**config.mk**
```make
export PLATFORM = sky130hd
export DESIGN_NAME = bus_arbiter2
export DESIGN_NICKNAME = d
export VERILOG_FILES = /design/src/rtl/arb_pkg.sv /design/src/rtl/bus_arbiter2.sv
export SDC_FILE = /design/constraint.sdc
export NUM_CORES = 1
export LEC_CHECK = 0
export CELL_PAD_IN_SITES_DETAIL_PLACEMENT = 0
export CELL_PAD_IN_SITES_GLOBAL_PLACEMENT = 1
export CORE_ASPECT_RATIO = 1.2
export CORE_UTILIZATION = 16
export CTS_CLUSTER_DIAMETER = 30
export CTS_CLUSTER_SIZE = 25
export DETAILED_ROUTE_END_ITERATION = 6
export GPL_TIMING_DRIVEN = 0
export HOLD_SLACK_MARGIN = 0.06
export MAX_ROUTING_LAYER = met4
export PLACE_DENSITY = 0.87
export SYNTH_ARGS = -nofsm -noshare
export SYNTH_HDL_FRONTEND = slang
export SYNTH_SLANG_ARGS = --single-unit
```
**constraint.sdc**
```tcl
create_clock -name i_clk -period 1.6 [get_ports i_clk]
set_input_delay 0.16 -clock i_clk [delete_from_list [all_inputs] [get_ports i_clk]]
set_output_delay 0.16 -clock i_clk [all_outputs]
set_load 0.05 [all_outputs]
```
**src/rtl/arb_pkg.sv**
```systemverilog
// Shared definitions for the two-master video RAM bus arbiter: state encoding,
// bus widths and the fill value returned on an aborted (timed-out) read.
package arb_pkg;

  localparam int ADDR_W = 16;
  localparam int DATA_W = 8;

  localparam logic [DATA_W-1:0] TIMEOUT_FILL = 8'hFF;

  typedef enum logic [1:0] {
    ARB_IDLE = 2'd0,
    ARB_GNT0 = 2'd1,
    ARB_GNT1 = 2'd2
  } arb_state_t;

endpackage

```
**src/rtl/bus_arbiter2.sv**
```systemverilog
// Two-master / one-slave bus arbiter with anti-starvation for master 1.
// Optional ack watchdog enabled by defining ARB_TIMEOUT_EN.
module bus_arbiter2
  import arb_pkg::*;
#(
  parameter int M0_BURST_MAX = 8,
  parameter int TIMEOUT      = 255
) (
  input  logic              i_clk,
  input  logic              i_reset,
  input  logic              i_m0_cs,
  input  logic              i_m0_we,
  input  logic [ADDR_W-1:0] i_m0_addr,
  input  logic [DATA_W-1:0] i_m0_dat,
  output logic [DATA_W-1:0] o_m0_dat,
  output logic              o_m0_ack,
  input  logic              i_m1_cs,
  input  logic              i_m1_we,
  input  logic [ADDR_W-1:0] i_m1_addr,
  input  logic [DATA_W-1:0] i_m1_dat,
  output logic [DATA_W-1:0] o_m1_dat,
  output logic              o_m1_ack,
  output logic              o_s_cs,
  output logic              o_s_we,
  output logic [ADDR_W-1:0] o_s_addr,
  output logic [DATA_W-1:0] o_s_dat,
  input  logic [DATA_W-1:0] i_s_dat,
  input  logic              i_s_ack,
  output logic              o_timeout
);

  localparam int BURST_W = $clog2(M0_BURST_MAX + 1);

  arb_state_t         state;
  logic [BURST_W-1:0] burst_cnt;
  logic               gnt0;
  logic               gnt1;
  logic               gnt_cs;
  logic               to_hit;
  logic               burst_full;

  assign gnt0       = (state == ARB_GNT0);
  assign gnt1       = (state == ARB_GNT1);
  assign gnt_cs     = (gnt0 && i_m0_cs) || (gnt1 && i_m1_cs);
  assign burst_full = (burst_cnt == BURST_W'(M0_BURST_MAX));

`ifdef ARB_TIMEOUT_EN
  logic [7:0] wait_cnt;
  logic       timeout_q;

  // Fires in the TIMEOUT-th grant cycle without ack; abort by cs drop wins.
  assign to_hit    = gnt_cs && !i_s_ack && (wait_cnt == 8'(TIMEOUT - 1));
  assign o_timeout = timeout_q;

  always_ff @(posedge i_clk) begin
    if (i_reset) begin
      wait_cnt  <= '0;
      timeout_q <= 1'b0;
    end else begin
      if (state == ARB_IDLE) begin
        wait_cnt <= '0;
      end else if (!i_s_ack) begin
        wait_cnt <= wait_cnt + 8'd1;
      end
      if (to_hit) begin
        timeout_q <= 1'b1;
      end
    end
  end
`else
  logic [31:0] unused_timeout;

  assign unused_timeout = 32'(TIMEOUT);
  assign to_hit         = 1'b0;
  assign o_timeout      = 1'b0;
`endif

  always_ff @(posedge i_clk) begin
    if (i_reset) begin
      state     <= ARB_IDLE;
      burst_cnt <= '0;
    end else begin
      case (state)
        ARB_IDLE: begin
          if (i_m1_cs && (!i_m0_cs || burst_full)) begin
            state     <= ARB_GNT1;
            burst_cnt <= '0;
          end else if (i_m0_cs) begin
            state <= ARB_GNT0;
            // m1 high here implies the counter is below the limit
            if (i_m1_cs) begin
              burst_cnt <= burst_cnt + 1'b1;
            end else begin
              burst_cnt <= '0;
            end
          end else begin
            burst_cnt <= '0;
          end
        end
        default: begin
          if (i_s_ack || !gnt_cs || to_hit) begin
            state <= ARB_IDLE;
          end
        end
      endcase
    end
  end

  always_comb begin
    o_s_cs   = 1'b0;
    o_s_we   = 1'b0;
    o_s_addr = '0;
    o_s_dat  = '0;
    o_m0_dat = '0;
    o_m1_dat = '0;
    case (state)
      ARB_GNT0: begin
        o_s_cs   = i_m0_cs;
        o_s_we   = i_m0_we;
        o_s_addr = i_m0_addr;
        o_s_dat  = i_m0_dat;
        o_m0_dat = to_hit ? TIMEOUT_FILL : i_s_dat;
      end
      ARB_GNT1: begin
        o_s_cs   = i_m1_cs;
        o_s_we   = i_m1_we;
        o_s_addr = i_m1_addr;
        o_s_dat  = i_m1_dat;
        o_m1_dat = to_hit ? TIMEOUT_FILL : i_s_dat;
      end
      default: ;
    endcase
  end

  // A reset arriving mid-grant must not let a late slave ack through.
  assign o_m0_ack = gnt0 && !i_reset && (i_s_ack || to_hit);
  assign o_m1_ack = gnt1 && !i_reset && (i_s_ack || to_hit);

endmodule

```
# Yosys cells after proc, flatten, opt, wreduce, memory -nomap -nowiden

Index checks and enable logic that the tools add are counted.

Add/sub/neg operators: 1
Equality and inequality tests: 4
Multiplexer cells: 13
Reductions and logical operators: 16

Operators by type and width:

| operator                                       | count |
|---|---|
| case mux 16 bit (2 select lines)               | 1 |
| 2-to-1 mux 8 bit                               | 2 |
| case mux 8 bit (2 select lines)                | 1 |
| 2-to-1 mux 4 bit                               | 3 |
| 2-to-1 mux 2 bit                               | 4 |
| logical AND 1 bit                              | 7 |
| adder 4 x 1 -> 4 bit (second input constant)   | 1 |
| == test 4 bit (second input constant)          | 1 |
| case mux 1 bit (2 select lines)                | 2 |
| zero test 1 bit                                | 3 |
| logical OR 1 bit                               | 3 |
| != test 3 bit (second input constant)          | 1 |
| == test 2 x 1 -> 1 bit (second input constant) | 1 |
| == test 2 bit (second input constant)          | 1 |
| zero test 2 bit                                | 1 |
| AND reduction 2 bit                            | 1 |
| nonzero test 2 bit                             | 1 |

Register bits after elaboration: 6
Input bits: 63
Logic and storage cells: 36

# Logic depth before layout (Yosys ltp)

Gate-level depths: netlist (run 1).

Word-level depth: 7
Depth in mapped cells: 6

# Worst setup path before layout (run 1)

No wires, ideal clock.

Path type: register to output
From: register state[0]
To: output port o_s_addr[0]
Arrival time: 1.695 ns
Required time: 1.440 ns
Slack: -0.255 ns
Cell stages (with the launch flop): 5
Path buffers: 1
Cell sequence: dfxtp_1 -> inv_1 -> ha_1 -> clkbuf_1 -> nor2b_1

Word-level cells in the longest chain between the ends: 2
Elaborated cells between the ends (all ways): 3
Classes of those cells: 2 x eq/ne; 1 x mux

Ends and longest elaborated chain:

| element                                                 | line                | RTL |
|---|---|---|
| from (decl)                                             | bus_arbiter2.sv:34  | `arb_state_t state;` |
| from (signal assigned)                                  | bus_arbiter2.sv:80  | `state <= ARB_IDLE;` |
| from (signal assigned)                                  | bus_arbiter2.sv:86  | `state <= ARB_GNT1;` |
| from (signal assigned)                                  | bus_arbiter2.sv:89  | `state <= ARB_GNT0;` |
| == test 2 bit or == test 2 x 1 -> 1 bit (tied branches) | bus_arbiter2.sv:116 | `case (state)` |
| case mux 16 bit (2 select lines) *                      | bus_arbiter2.sv:116 |  |
| to (decl)                                               | bus_arbiter2.sv:25  | `output logic [ADDR_W-1:0] o_s_addr,` |

Every way passes the cells marked *; elsewhere a longest branch is shown, timed or not.

# Final worst setup path (run 1)

From: register state[1]
To: output port o_s_dat[0]

Word-level cells in the longest chain between the ends: 2
Elaborated cells between the ends (all ways): 3
Classes of those cells: 2 x eq/ne; 1 x mux

Ends and longest elaborated chain:

| element                                                 | line                | RTL |
|---|---|---|
| == test 2 bit or == test 2 x 1 -> 1 bit (tied branches) | bus_arbiter2.sv:116 |  |
| case mux 8 bit (2 select lines) *                       | bus_arbiter2.sv:116 |  |
| to (decl)                                               | bus_arbiter2.sv:26  | `output logic [DATA_W-1:0] o_s_dat,` |

Marks and branches as above.

==> results of run 1 <==
-- registers in the layout, summed over array words and instances, names as in the netlist --
| signal | cells |
|---|---|
| state | 2 |
| burst_cnt | 4 |
-- logic make-up (layout without fill, tap and decap cells) --
family                     count (synthesis)  after routing  synth area share (%)
and+or+nand+nor                           58             58                  40.7
AOI/OAI and AO/OA                         36             36                  29.8
buffers and inverters                     19            140                  9.05
DFF                                        6              6                  13.2
adders and majority gates                  5              5                  6.86
other                                      1              1                 0.411
-- how the worst min path moves through the flow --
stage | startpoint | end | slack [ps]
after CTS | burst_cnt[0]$_SDFFE_PP0P_ | burst_cnt[0]$_SDFFE_PP0P_ | 520
after detailed placement | burst_cnt[0]$_SDFFE_PP0P_ | burst_cnt[0]$_SDFFE_PP0P_ | 510
after global routing | burst_cnt[3]$_SDFFE_PP0P_ | burst_cnt[3]$_SDFFE_PP0P_ | 540
final | burst_cnt[0]$_SDFFE_PP0P_ | burst_cnt[0]$_SDFFE_PP0P_ | 510
after global placement | burst_cnt[3]$_SDFFE_PP0P_ | burst_cnt[3]$_SDFFE_PP0P_ | 500
after floorplan | i_reset | state[1]$_SDFFE_PP0P_ | 230
-- metrics by stage --
step | hold slack [ps] | worst slack (ps) | setup TNS, ps
floorplan | 229 | -100 | -147
global placement | 497 | -891 | -32360
detailed placement | 508 | -878 | -32000
CTS | 515 | -88.7 | -1180
global route | 542 | -84.2 | -1370
finish | 511 | -23.8 | -103
-- where the power goes --
| part | switching (µW) | internal [µW] |
|---|---|---|
| combinational | 384 | 467 |
| clock | 71.8 | 162 |
| sequential | 8.58 | 155 |
-- critical path, cell delays in order, from the launching register on --
cell,delay (ps)
dfxtp_4,370
inv_4,50
ha_4,210
buf_12,160
a22oi_2,220
nor2b_4,60
buf_6,150
-- synth_stat cells, drive strengths merged, types with 2 or more instances --
cell type	number	area [µm²]
nand2	2	7.51
nand3	4	20.0
dfxtp	6	120
ha	5	62.6
a22oi	25	188
and2	17	106
nor2b	25	156
nor2	2	7.51
inv	8	30.0
a31oi	2	12.5
o31ai	2	15.0
clkbuf	4	15.0
buf	7	37.5
o21ai	2	10.0
and3b	3	26.3
-- area by class of cell --
| type | instances | area, µm² | share of cell area (%) |
|---|---|---|---|
| clock buffer | 3 | 41.3 | 1.51 |
| timing repair buffer | 120 | 1260 | 45.9 |
| sequential | 6 | 128 | 4.67 |
| buffer | 9 | 164 | 6.00 |
| multi-input combinational | 100 | 1030 | 37.8 |
| tap | 62 | 77.6 | 2.84 |
| inverter | 8 | 35.0 | 1.28 |
-- cell usage in the layout, fill, tap and decap left out, types with 5 or more instances in the layout --
| master | synthesis | final |
|---|---|---|
| and2_1 | 17 | 14 |
| inv_1 | 7 | 5 |
| buf_4 | 1 | 19 |
| buf_8 | 0 | 7 |
| nor2b_2 | 0 | 7 |
| a22oi_2 | 0 | 25 |
| nor2b_4 | 0 | 18 |
| clkdlybuf4s50_1 | 0 | 62 |
| buf_6 | 0 | 33 |
-- routing by layer --
layer | part of all wire [%] | vias up | global-route usage (%) | routed length, µm
met4 | 1.3 | 0 | 3.45 | 55
met5 | 0 | - | - | 0
met2 | 53 | 72 | 25.2 | 2280
li1 | - | 686 | - | -
met3 | 6.0 | 4 | 2.88 | 256
met1 | 39 | 639 | 16.6 | 1670
-- repair_timing --
item                                    CTS  global route
cloned                                    0             4
endpoints found under the setup margin   44            44
pin swaps                                15            12
buffers inserted                          4             6
gates resized for setup                 365            22
==> results.json, run 1 <==
{
  "ir_drop_mv": 0.305,
  "cts_max_level": 1,
  "post-place-cells": 293,
  "rsz0062_at_grt": "yes",
  "numCtsBuffers": 3,
  "clock-sinks": 6,
  "drt_iter0_markers": 29,
  "finalNonFillerCells": 308,
  "drc": 0,
  "syn_nets": 193,
  "clock-skew-final_ps": 0.421,
  "hold_path_class": "flop to flop",
  "status": "finished with violations",
  "utilization_pct": 50.6,
  "grtUsageTotal_pct": 14.3,
  "crit_path_start_kind": "flop",
  "grt_pass1_wl_um": 6590,
  "dieArea_um2": 6010,
  "clockBufferDepth": 2,
  "clock-root-buffer": "clkbuf_8",
  "fin_ws_ps": -23.8,
  "vias_per_cell": 4.55,
  "synth-edff-count": 0,
  "grt_max_degree": 11,
  "numPortBuffers": 106,
  "period_needed_ps": 1620,
  "finalCritPeriodShare_pct": 101,
  "p_leak_uw": 0.00103,
  "netlist_area_um2": 912,
  "post_drt_wl_per_cell_um": 13.8,
  "n_fill_cell": 477,
  "syn_avg_cell_area_um2": 7.30,
  "cts_tree": "built",
  "finalNetCount": 316,
  "gp_routability_congestion": 0.709,
  "core_um2": 5410,
  "worst-path-max-fanout": 10,
  "fin_area_um2": 2730,
  "dp_hpwl_um": 3150,
  "routed_wl_um": 4260,
  "std_cell_rows": 29,
  "finalHoldViolations": 0,
  "endpoint_kind": "output pin",
  "arrival_ps": 1460,
  "syn_inst": 125,
  "violations": "negative setup slack",
  "required_ps": 1440,
  "whs_path_depth": 2,
  "fmax_mhz": 616,
  "synthArstFlopShare_pct": 0,
  "slew_violations": 0,
  "die_w_um": 70.9,
  "grt_overflow": 0,
  "holdBufCountCts": 0,
  "ys_seq_area_share_pct": 13.2,
  "worstSetupStartpoint": "state[1]$_SDFFE_PP0P_",
  "num_antenna_cells": 0,
  "clk_pin_slew_ps": 40,
  "ys_ff_latch": 6,
  "ios": 108,
  "power.density_nw_per_um2": 457,
  "r2r_slack_ps": 310,
  "cap_viol_max_count": 0,
  "grt_pass1_vias": 1444,
  "first_pass_iters": 5,
  "clock_latency_ps": 220,
  "start_util_pct": 16.9,
  "dr_total_vias": 1401,
  "die_height_um": 84.7,
  "finalSetupViolCount": 7,
  "yosys_warnings": 0,
  "rr_worst_depth": 6,
  "rr_endpoint": "state[1]$_SDFFE_PP0P_",
  "final_antenna_net_count": 0,
  "synthFlopType": "dfxtp_1",
  "crit_type": "flop to output pin",
  "endpoint": "o_s_dat[0]",
  "fin_total_pwr_uw": 1250,
  "worstReg2RegStart": "state[1]$_SDFFE_PP0P_",
  "grt_antenna_before_repair": 0,
  "dpl-instance-area_um2": 2200,
  "synthToLayoutAreaGrowth_pct": 200,
  "drive_gt1_share_pct": 54.5,
  "synth.distinct_cells": 28
}
(Power assumes the default switching activity.)
==> run 2, diff against run 1 <==
- CORE_ASPECT_RATIO: 1.2 -> not set
==> run 2 against run 1 <==
The flow still finishes with violations (negative setup slack). Global-route usage shrank 0.71 points. Sequential share of layout area grew 0.19 points. Clock-buffer cell count is the same. Highest routed layer unchanged.
==> results.json, run 2 (same netlist as run 1, synthesis figures left out) <==
{
  "status": "finished with violations",
  "violations": "negative setup slack",
  "finalCritPeriodShare_pct": 101,
  "fin_total_pwr_uw": 1200,
  "critPathMaxStageDelay_ps": 360,
  "post-place-cells": 303,
  "std_cell_rows": 27,
  "dr_total_vias": 1388,
  "ios": 108,
  "switching_share_pct": 37.5,
  "die_w_um": 77.5,
  "grtUsageTotal_pct": 13.6,
  "fmax_mhz": 617,
  "clock-skew-final_ps": 3.86,
  "layout_common_cells": "clkdlybuf4s50_1 (62), buf_6 (26), a22oi_2 (23), buf_4 (20), nor2b_4 (19)",
  "worst-path-max-fanout": 10,
  "cp_slowest_cell": "dfxtp_4",
  "finalHoldViolations": 0,
  "setup-tns-final_ps": -68.0,
  "rsz0062_at_grt": "yes",
  "vias_per_cell": 4.45,
  "finalNetCount": 310,
  "utilization_pct": 47.7,
  "final_antenna_net_count": 0,
  "worstReg2RegStart": "state[1]$_SDFFE_PP0P_",
  "num_antenna_cells": 0,
  "hold_path_class": "flop to flop",
  "clk_pin_slew_ps": 40,
  "power_frac_seq_pct": 13.7,
  "clock-root-buffer": "clkbuf_8",
  "path_delay_family": "buffers and inverters",
  "finalNonFillerCells": 312,
  "clockBufferDepth": 2,
  "cap_viol_max_count": 0,
  "routed_wl_um": 4020,
  "core_um2": 5510,
  "fin_ws_ps": -20.2,
  "critPathBufInv": 3,
  "grt_max_degree": 11,
  "p_int_uw": 749,
  "required_ps": 1440,
  "worstHoldStart": "burst_cnt[0]$_SDFFE_PP0P_",
  "dp_hpwl_um": 3080,
  "ir_drop_mv": 0.354,
  "largest_registers": "burst_cnt x4, state x2",
  "start_util_pct": 16.6,
  "grt_pass1_vias": 1431,
  "p_clk_share_pct": 19.4,
  "cts_tree": "built",
  "arrival_ps": 1460,
  "numCtsBuffers": 3,
  "slew_violations": 0,
  "largest_reg_flops": 4,
  "crit_path_start_kind": "flop",
  "clock_latency_ps": 230,
  "dieArea_um2": 6010,
  "final_common_cell": "clkdlybuf4s50_1",
  "numPortBuffers": 106,
  "post_drt_wl_per_cell_um": 12.9,
  "cts_max_level": 1,
  "clock-sinks": 6,
  "switchingPower_uw": 450,
  "n_fill_cell": 524,
  "first_pass_iters": 4,
  "finalSetupViolCount": 7,
  "critPathMostFrequentCell": "buf_8",
  "grt_pass1_wl_um": 6440,
  "grt_antenna_before_repair": 0,
  "drt_iter0_markers": 32,
  "drive_gt1_share_pct": 51.7,
  "gp_routability_congestion": 0.761,
  "die_height_um": 77.5,
  "power.density_nw_per_um2": 456,
  "grt_overflow": 0,
  "worstSetupStartpoint": "state[1]$_SDFFE_PP0P_",
  "p_leak_uw": 0.000979,
  "crit_type": "flop to output pin",
  "endpoint_kind": "output pin",
  "synthToLayoutAreaGrowth_pct": 188,
  "pwr-share-comb_pct": 66.9,
  "path_cells": "inv_4 > ha_4 > buf_8 > a22oi_2 > nor2b_4 > buf_8",
  "max_flop_register": "burst_cnt",
  "drc": 0,
  "period_needed_ps": 1620
}
run 2: changes by cell type in the layout (fill, tap and decap cells not counted), moves of 2 or more:
cell / change
a22oi_1: +2
a22oi_2: -2
and2_1: +2
and2_4: -2
buf_6: -7
buf_8: +2
clkbuf_16: -3
clkbuf_8: +2
run 2: routing by layer:
layer | track usage, % | vias to the layer above | routed length [µm]
met5 | - | - | 0
met4 | 3.58 | 0 | 57
met3 | 2.82 | 7 | 292
met2 | 25.2 | 75 | 2100
met1 | 14.6 | 634 | 1580
li1 | - | 672 | -
run 2: layout make-up:
type / instances / area (µm²) / share of cell area [%]
buffer: 9 / 140 / 5.33
clock buffer: 3 / 41.3 / 1.57
inverter: 8 / 35.0 / 1.33
multi-input combinational: 100 / 1020 / 38.9
sequential: 6 / 128 / 4.86
tap: 72 / 90.1 / 3.43
timing repair buffer: 114 / 1170 / 44.6
run 2: worst paths after layout:
kind / end / slack (ps) / depth (start not counted)
setup / recovery: o_s_dat[3] / -20 / 6
hold / removal: burst_cnt[0]$_SDFFE_PP0P_ / 520 / 2
setup reg to reg: state[1]$_SDFFE_PP0P_ / 310 / 6
hold reg to reg: burst_cnt[0]$_SDFFE_PP0P_ / 520 / 2
run 2: what timing repair did:
item                                    4_1_cts  5_1_grt
endpoints found under the hold margin         0        0
pin swaps                                    12        6
gates resized for setup                     342       38
hold buffers                                  0        0
buffers inserted                              7        0
endpoints found under the setup margin       44       44
gates cloned                                  0        1
run 2: power by group through the flow:
stage / Clock, µW / Sequential [µW] / Combinational (µW)
2_1_floorplan: 0 / 162 / 374
3_3_place_gp: 0 / 164 / 651
3_5_place_dp: 0 / 163 / 651
4_1_cts: 236 / 163 / 765
5_1_grt: 247 / 165 / 850
6_report: 232 / 164 / 802
run 2: worst min-delay path: stages (launching register included):
cell and delay (ps):
dfxtp_1 330, nand2_1 60, o21ai_0 60
run 2: metrics by stage:
step,worst slack (ps),area [µm²],hold WS [ps]
finish,-20.2,2630,515
global route,-71.1,2630,557
CTS,-88.3,2510,514
detailed placement,-884,2220,513
global placement,-928,2220,496
floorplan,-100,1060,229
